===== config.mk =====
export PLATFORM = sky130hd
export DESIGN_NAME = demux_rr_dispatcher
export DESIGN_NICKNAME = d
export VERILOG_FILES = /design/src/rtl/demux_rr_dispatcher.sv
export SDC_FILE = /design/constraint.sdc
export NUM_CORES = 1
export LEC_CHECK = 0
export CAP_MARGIN = 20
export CORE_MARGIN = 1
export CORE_UTILIZATION = 52
export DETAILED_ROUTE_END_ITERATION = 8
export GPL_ROUTABILITY_DRIVEN = 0
export PLACE_DENSITY = 0.85
export SLEW_MARGIN = 0
export SYNTH_ARGS = -nofsm -noshare
export SYNTH_HDL_FRONTEND = slang
export SYNTH_SLANG_ARGS = --single-unit

===== constraint.sdc =====
create_clock -name clk -period 3.1 [get_ports clk]
set_clock_uncertainty 0.05 [all_clocks]
set_input_delay 0.93 -clock clk [delete_from_list [all_inputs] [get_ports clk]]
set_output_delay 0.93 -clock clk [all_outputs]
set_load 0.03 [all_outputs]

===== src/rtl/demux_rr_dispatcher.sv =====
// rtl/demux_rr_dispatcher.sv - FIFO-buffered round-robin bit dispatcher feeding a 1-to-4 demux
module demux_rr_dispatcher #(
  parameter int DEPTH    = 4,
  parameter int HOLD_CYC = 1
) (
  input  logic                       clk,
  input  logic                       rst_n,
  input  logic                       in_valid,
  input  logic                       in_bit,
  output logic                       in_ready,
  input  logic [3:0]                 lane_en,
  input  logic [3:0]                 lane_busy,
  output logic                       i,
  output logic [1:0]                 sel,
  output logic                       out_valid,
  output logic [$clog2(DEPTH+1)-1:0] count,
  output logic                       empty,
  output logic                       full
);

  localparam int AW = $clog2(DEPTH);
  localparam int CW = $clog2(DEPTH+1);
  localparam int HW = (HOLD_CYC > 1) ? $clog2(HOLD_CYC) : 1;
  localparam logic [HW-1:0] HOLD_INIT = HW'(HOLD_CYC - 1);

  localparam logic IDLE  = 1'b0;
  localparam logic DRIVE = 1'b1;

  logic [DEPTH-1:0] mem;
  logic [AW-1:0]    wr_ptr;
  logic [AW-1:0]    rd_ptr;
  logic [1:0]       ptr;
  logic [HW-1:0]    hold;
  logic             state;

  logic [3:0] elig;
  logic [1:0] chosen;
  logic [1:0] idx;
  logic       found;
  logic       decide;
  logic       dispatch;
  logic       push;

  assign empty    = (count == '0);
  assign full     = (count == CW'(DEPTH));
  assign in_ready = !full;
  assign push     = in_valid && in_ready;
  assign elig     = lane_en & ~lane_busy;

  // Scan from the highest offset down so the lowest offset from ptr wins.
  always_comb begin
    found  = 1'b0;
    chosen = ptr;
    idx    = '0;
    for (int k = 3; k >= 0; k--) begin
      idx = ptr + 2'(k);
      if (elig[idx]) begin
        found  = 1'b1;
        chosen = idx;
      end
    end
  end

  assign decide   = (state == IDLE) || (hold == '0);
  assign dispatch = decide && !empty && found;

  always_ff @(posedge clk or negedge rst_n) begin
    if (!rst_n) begin
      mem    <= '0;
      wr_ptr <= '0;
      rd_ptr <= '0;
      count  <= '0;
    end else begin
      if (push) begin
        mem[wr_ptr] <= in_bit;
        wr_ptr      <= wr_ptr + 1'b1;
      end
      if (dispatch) rd_ptr <= rd_ptr + 1'b1;
      case ({push, dispatch})
        2'b10:   count <= count + 1'b1;
        2'b01:   count <= count - 1'b1;
        default: count <= count;
      endcase
    end
  end

  // A held dispatch ignores lane changes; a new decision happens only when the hold expires.
  always_ff @(posedge clk or negedge rst_n) begin
    if (!rst_n) begin
      i         <= 1'b0;
      sel       <= 2'd0;
      out_valid <= 1'b0;
      ptr       <= 2'd0;
      hold      <= '0;
      state     <= IDLE;
    end else if (dispatch) begin
      sel       <= chosen;
      i         <= mem[rd_ptr];
      out_valid <= 1'b1;
      ptr       <= chosen + 2'd1;
      hold      <= HOLD_INIT;
      state     <= DRIVE;
    end else if (decide) begin
      i         <= 1'b0;
      out_valid <= 1'b0;
      state     <= IDLE;
    end else begin
      hold <= hold - 1'b1;
    end
  end

endmodule


Word level (Yosys, flattened, before mapping)

Index checks and enable logic that the tools add are counted.

Output and inout port bits: 10
Flip-flop bits (word level): 18

$lt $le $gt $ge: 7
Reduce and logical (&&, ||, !) cells: 10
Equality and inequality tests: 4
Bitwise operators: 4
Mux-type cells: 27
Add/sub/neg operators: 9

Operators by type and width:

| cell                                                | number |
|---|---|
| < comparator 2 x 3 -> 1 bit, second input constant  | 6 |
| two-way mux 1 bit                                   | 15 |
| binary-select mux 1 bit (select 2 bit)              | 5 |
| adder 2 x 1 -> 2 bit, second input constant         | 4 |
| two-way mux 2 bit                                   | 4 |
| case mux 3 bit (2 select lines)                     | 1 |
| adder 2 bit, second input constant                  | 2 |
| bitwise AND 4 bit                                   | 1 |
| bitwise mux 4 bit                                   | 1 |
| logical AND 1 bit                                   | 4 |
| inverter 4 bit                                      | 1 |
| nonzero test 2 bit                                  | 2 |
| adder 3 x 1 -> 3 bit, second input constant         | 1 |
| == test 3 bit, second input constant                | 1 |
| logical NOT 3 bit                                   | 1 |
| subtractor 3 x 1 -> 3 bit, second input constant    | 1 |
| demux 1 bit (select 2 bit)                          | 1 |
| == test 2 x 1 -> 1 bit, second input constant       | 1 |
| == test 2 bit, second input constant                | 1 |
| >= comparator 2 x 1 -> 1 bit, second input constant | 1 |
| logical NOT 1 bit                                   | 2 |
| != test 2 x 1 -> 1 bit, second input constant       | 1 |
| inverter 1 bit                                      | 2 |
| logical OR 1 bit                                    | 1 |
| subtractor 1 bit, second input constant             | 1 |

Depth between registers and ports, before layout

Gate-level depths: netlist of the first run.

Word-level depth: 11
Mapped depth: 11
Mapped depth without buffers: 10

Worst setup path before layout of the first run

No wires, ideal clock.

Kind: input-to-reg
From: input lane_busy[2]
To: register count[2]
Arrival: 2.607 ns
Path slack: 0.363 ns
Required time: 2.970 ns
Stages: 10
Cell sequence: nand2b_1 a41oi_2 nand2_2 inv_1 ha_1 inv_1 fa_1 xor2_1 nor2_1 xor2_1

Word-level cells in the longest chain between the ends: 11

Ends and longest elaborated chain:

| element                                                               | RTL line | text |
|---|---|---|
| start, declared                                                       | 12       | `input logic [3:0] lane_busy,` |
| inverter 4 bit (*)                                                    | 48       | `assign elig = lane_en & ~lane_busy;` |
| bitwise AND 4 bit (*)                                                 | 48       |  |
| binary-select mux 1 bit (select 2 bit)                                | 57       | `if (elig[idx]) begin` |
| two-way mux 1 bit (not written as such)                               | 57       |  |
| two-way mux 1 bit (3 in series)                                       | 57       |  |
| two-way mux 1 bit (*)                                                 | 57       |  |
| logical AND 1 bit (*)                                                 | 65       | `assign dispatch = decide && !empty && found;` |
| via dispatch                                                          | 41       | `logic dispatch;` |
| == test 2 x 1 -> 1 bit or == test 2 bit (tied branches)               | 79       | `case ({push, dispatch})` |
| case mux 3 bit (2 select lines) or nonzero test 2 bit (tied branches) | n/a      |  |
| end signal, assigned                                                  | 80       | `2'b10: count <= count + 1'b1;` |
| end signal, assigned                                                  | 81       | `2'b01: count <= count - 1'b1;` |
| end signal, assigned                                                  | 82       | `default: count <= count;` |
| end, declared                                                         | 16       | `output logic [$clog2(DEPTH+1)-1:0] count,` |

The timed path passes the listed nets; every way through them passes the cells marked *. The select of a mux whose other input is x is not followed.
A chain may end at the register's enable or synchronous reset.

Worst setup path after layout of the first run

From: input lane_busy[3]
To: register count[2]

Same word-level chain as after synthesis.

==> flow_metrics.tcl, run 1 <==
set metrics [dict create \
    die_w_microns 45.0 \
    ant_nets 0 \
    drive_above_1_share_pct 14.0 \
    hp-class "flip-flop to flip-flop" \
    drt_iter0_drc 8 \
    r2r-end "count[2]" \
    clkTransAtPathRegs_ps 90 \
    grt_overflow_total 0 \
    slew_headroom_pct 48.5 \
    outcome "finished, final reports clean" \
    finalHoldViolations 0 \
    antenna_found_initial 0 \
    min_delay_worst_endpoint "sel[1]" \
    tritoncts "built" \
    yosysUniqueCellTypes 29 \
    max_clock_freq_ghz 0.354 \
    worstRegToRegCells 10 \
    p_total_mw 1.23 \
    synth_cells 92 \
    grt_pass1_wl_mm 2.84 \
    syn_avg_cell_area_sq_um 10.4 \
    ctsResizeCount 0 \
    power.density_mw_per_mm2 968 \
    num_vias 725 \
    fin_crit_ps 2820 \
    area_growth_syn_to_layout_pct 32.3 \
    cts_setup_buffers 0 \
    worst_pin_slew_ps 771 \
    grt_max_degree 19 \
    cts-htree-levels 1 \
    netlist_area_sq_um 961 \
    cp.arrival_ps 2980 \
    vias_per_cell 4.97 \
    syn-num-nets 110 \
    hpwl_mm 1.41 \
    wl_mm 1.72 \
    critical_path_class "primary input to flip-flop" \
    numCtsBuffers 3 \
    crit_fanout 2 \
    fin_crit_sh_pct 91.1 \
    die_h_microns 45.0 \
    r2r-start "count[0]" \
    portBuffers 21 \
    synth_edf_count 0 \
    synth-async-reset-ratio_pct 100 \
    wl_per_cell_microns 11.8 \
    synth-seq-area-share_pct 46.9 \
    core-area_sq_mm 0.00173 \
    critPathLaunchType "primary input" \
    nets 140 \
    yosysWarnings 0 \
    hold_depth 2 \
    holdWs_ps 440 \
    dp.cells 142 \
    p_leak_nw 0.593 \
    cts_sinks 18 \
    finish.instance_area_sq_mm 0.00127 \
    pin_count 22 \
    diodes 0 \
    yosys_register_bits 18 \
    critPathCaptureType "flip-flop" \
    crit_required_ps 3250 \
    first_global_vias 715 \
    cts_buffer_depth 2 \
    synth_ff_type "dfrtp_1" \
    drtPass1Iterations 4 \
    clk_latency_ps 280 \
    ctsHoldBuffers 0 \
    die_area_sq_mm 0.00202 \
    final_cells 146 \
    drv_cap 0 \
    ir_drop_uv 553 \
    grt_usage_pct 19.2 \
    rows 15 \
    setup_viol 0 \
    initial_core_util_pct 55.7 \
    slew_viol_final 0 \
    cts_root_buf "clkbuf_4" \
    worstHoldStart "sel[1]" \
    r2r_slack_ps 900 \
    drc 0 \
    rsz0062_at_grt "false" \
    startpoint "lane_busy[3]" \
    place_area_sq_mm 0.00123 \
]
-- metal layers --
layer | part of all wire [%] | vias to the layer above | track usage (%)
li1 | - | 362 | -
met3 | 5.2 | 2 | 2.80
met4 | 0.35 | 0 | 5.45
met5 | 0 | - | 0
met2 | 51 | 18 | 34.5
met1 | 43 | 343 | 23.9
-- report_power, final --
part	leakage (nW)	internal (mW)	total, mW	switching (mW)
Sequential	0.215	0.349	0.438	0.0887
Clock	0.0210	0.0713	0.136	0.0649
Combinational	0.356	0.314	0.657	0.343
-- worst max-delay path by stage --
stage | endpoint | slack (ps) | cells past startpoint
4_1_cts | count[2] | 250 | 11
5_1_grt | count[2] | 150 | 11
6_report | count[2] | 280 | 11
3_5_place_dp | count[2] | -60 | 11
2_1_floorplan | count[2] | 360 | 10
3_3_place_gp | count[2] | 120 | 11
-- cell usage after synthesis (all sizes together) (2+ instances only) --
library cell | number | area, sq um
inv | 10 | 37.5
dfrtp | 18 | 450
nand3 | 3 | 15.0
o21ai | 6 | 30.0
a21o | 2 | 15.0
nand2b | 4 | 32.5
a21boi | 2 | 15.0
xor2 | 2 | 17.5
ha | 5 | 62.6
nand2 | 17 | 66.3
xnor2 | 5 | 43.8
mux2 | 4 | 45.0
-- critical path: stages --
cell and delay (ps):
clkdlybuf4s50_1 410, nand2b_1 170, a41oi_2 220, nand2_2 80, inv_1 80, ha_1 190, inv_1 70, fa_1 380
xor2_1 150, nor2_1 130, xor2_1 170
-- layout make-up --
cell class,instances,area [sq um]
multi-input cells,63,468
fillers,148,455
flip-flops and latches,18,450
repair buffers,26,248
inverters,10,37.5
clock buffers,4,36.3
well taps,25,31.3
-- stage by stage --
step,setup TNS [ps],setup WS [ps],utilization (%)
after floorplan,0,363,-
after global placement,0,116,71.5
after detailed placement,-57.7,-57.7,71.5
after CTS,0,251,73.6
after global routing,0,148,73.6
final,0,275,73.6
-- registers in the layout (all words and copies together), names as in the netlist --
register and flops:
mem 4, count 3, ptr 2, rd_ptr 2, sel 2, wr_ptr 2
hold 1, i 1, state 1
-- cells in the final DEF (no fill, tap or decap), types with 2 or more instances in the layout --
| cell type | n |
|---|---|
| nand2_1 | 16 |
| nand3_1 | 3 |
| dfrtp_1 | 18 |
| mux2_2 | 4 |
| nand2b_1 | 3 |
| buf_4 | 5 |
| clkbuf_4 | 3 |
| clkdlybuf4s50_1 | 21 |
| o21ai_0 | 4 |
| o21ai_1 | 2 |
| ha_1 | 5 |
| inv_1 | 10 |
| xor2_1 | 2 |
| a21o_1 | 2 |
| xnor2_1 | 5 |
| a21boi_0 | 2 |
-- logic make-up (layout without fill, tap and decap cells) --
kind of cell             count (synthesis)  after routing  share of synthesized area [%]
buffers and inverters                   11             40                           4.43
multiplexers                             6              6                           8.07
AND/OR/NAND/NOR                         29             29                           14.8
XOR/XNOR                                 7              7                           6.38
AO/OA/AOI/OAI                           15             15                           10.8
flip-flops                              18             18                           46.9
adder cells (fa/ha/maj)                  6              6                           8.59
No activity file was read; power rests on OpenSTA's default activity.
==> run 2: changes to the inputs <==
- ABC_CLOCK_PERIOD_IN_PS: default -> 3100
==> results of run 2 <==
Final layout, timing and power as in run 1 (identical DEF).
==> run 3: changes to the inputs <==
- CORE_UTILIZATION: 52 -> 33
- PLACE_DENSITY: 0.85 -> 0.6
==> run 3 against run 2 <==
  * Sequential share of layout area decreased by 0.21 points
  * Critical endpoint is now empty
  * Clock-buffer cell count unchanged
  * Largest cell class unchanged
  * Die area increased by 55%
  * First-iteration DRC count increased to 3.5 times the previous value
  * Register-to-register slack about the same
  * Wire length increased by 3.3%
  * Combinational power decreased by 1%
==> flow_metrics.tcl, run 3 (synthesis results as in run 1) <==
set metrics [dict create \
    fin_crit_ps 2840 \
    final_cells 152 \
    crit_fanout 4 \
    die_area_sq_mm 0.00313 \
    cts-htree-levels 1 \
    path_cells "nor3_1 -> clkdlybuf4s50_1" \
    cp_slowest_cell "clkdlybuf4s50_1" \
    crit_required_ps 2120 \
    tritoncts "built" \
    cts_sinks 18 \
    core-area_sq_mm 0.00276 \
    critPathLaunchType "flip-flop" \
    numCtsBuffers 3 \
    worst_pin_slew_ps 804 \
    die_h_microns 56.0 \
    critPathCaptureType "output port" \
    initial_core_util_pct 34.8 \
    vias_per_cell 4.90 \
    grt_max_degree 19 \
    drv_cap 0 \
    drive_above_1_share_pct 14.0 \
    postLayoutCoreUtil_pct 46.4 \
    die_w_microns 56.0 \
    drt_iter0_drc 28 \
    hpwl_mm 1.36 \
    cts_root_buf "clkbuf_4" \
    cts_setup_buffers 0 \
    critical_path_class "flip-flop to output port" \
    clkTransAtPathRegs_ps 100 \
    area_growth_syn_to_layout_pct 33.1 \
    portBuffers 21 \
    rsz0062_at_grt "false" \
    cp.arrival_ps 1860 \
    hp-class "flip-flop to flip-flop" \
    drc 0 \
    fin_crit_sh_pct 91.5 \
    finish.instance_area_sq_mm 0.00128 \
    power.density_mw_per_mm2 961 \
    dp.cells 148 \
    cts_buffer_depth 2 \
    setup_viol 0 \
    top_regs "mem: 4 flops, count: 3 flops" \
    cpPeakStageDelay_ps 750 \
    max_clock_freq_ghz 0.353 \
    grt_usage_pct 12.7 \
    final_cell_mix "clkdlybuf4s50_1, dfrtp_1, nand2_1" \
    grt_pass1_wl_mm 3.06 \
    antenna_found_initial 0 \
    wl_mm 1.78 \
    ctsHoldBuffers 0 \
    nets 140 \
    final.setup.tns_ps 0 \
    first_global_vias 704 \
    ctsResizeCount 0 \
    pin_count 22 \
    place_area_sq_mm 0.00124 \
    final_common_cell "clkdlybuf4s50_1" \
    num_vias 745 \
    diodes 0 \
    slew_viol_final 0 \
    ant_nets 0 \
    wl_per_cell_microns 11.7 \
    setup_slack_ps 265 \
    rows 19 \
    dp_slack_ps 1.13 \
    slew_headroom_pct 46.2 \
    finalHoldViolations 0 \
    clk_latency_ps 290 \
    ir_drop_uv 636 \
    p_leak_nw 0.593 \
    largest_reg_flops 4 \
    drtPass1Iterations 4 \
    outcome "finished, final reports clean" \
    top_register "mem" \
    grt_overflow_total 0 \
]
## run 3: cell counts in the layout (fill, tap and decap cells not counted)
No cell type changed its count.
## run 3: area by class of cell
class | count | area, sq um
fillers | 269 | 1480
multi-input cells | 63 | 468
flip-flops and latches | 18 | 450
repair buffers | 26 | 248
well taps | 31 | 38.8
inverters | 10 | 37.5
clock buffers | 4 | 36.3
## run 3: worst paths after layout
| check | start | end | slack (ps) | depth (start not counted) |
|---|---|---|---|---|
| max | count[0] | empty | 260 | 2 |
| min | sel[1] | sel[1] | 440 | 2 |
| max reg2reg | count[0] | count[2] | 890 | 10 |
| min reg2reg | sel[1] | sel[1] | 440 | 2 |
| max in group asynchronous | rst_n | count[1] | 1460 | 1 |
| min in group asynchronous | rst_n | i | 1040 | 1 |
## run 3: routing by layer
metal	up-vias	global-route usage, %	routed length [microns]
li1	365	-	-
met1	353	16.3	810
met2	22	19.0	793
met3	5	3.72	128
met4	0	7.32	47
met5	-	0	0
## run 3: stage by stage
step,hold WS (ps),power [mW]
CTS,444,1.25
detailed placement,423,1.09
finish,436,1.23
global route,467,1.33
floorplan,403,0.867
global placement,409,1.08
## run 3: power breakdown
group | internal (mW) | total, mW | leakage, nW | switching [mW]
clock network | 0.0716 | 0.146 | 0.0210 | 0.0740
registers | 0.349 | 0.435 | 0.215 | 0.0859
logic | 0.313 | 0.649 | 0.356 | 0.336
total | 0.733 | 1.23 | 0.593 | 0.496
## run 3: worst max-delay path, delay by kind of cell (launching register included)
family / cells / cell delay (ps)
buf+inv: 1 / 750
flops: 1 / 430
simple gates: 1 / 380
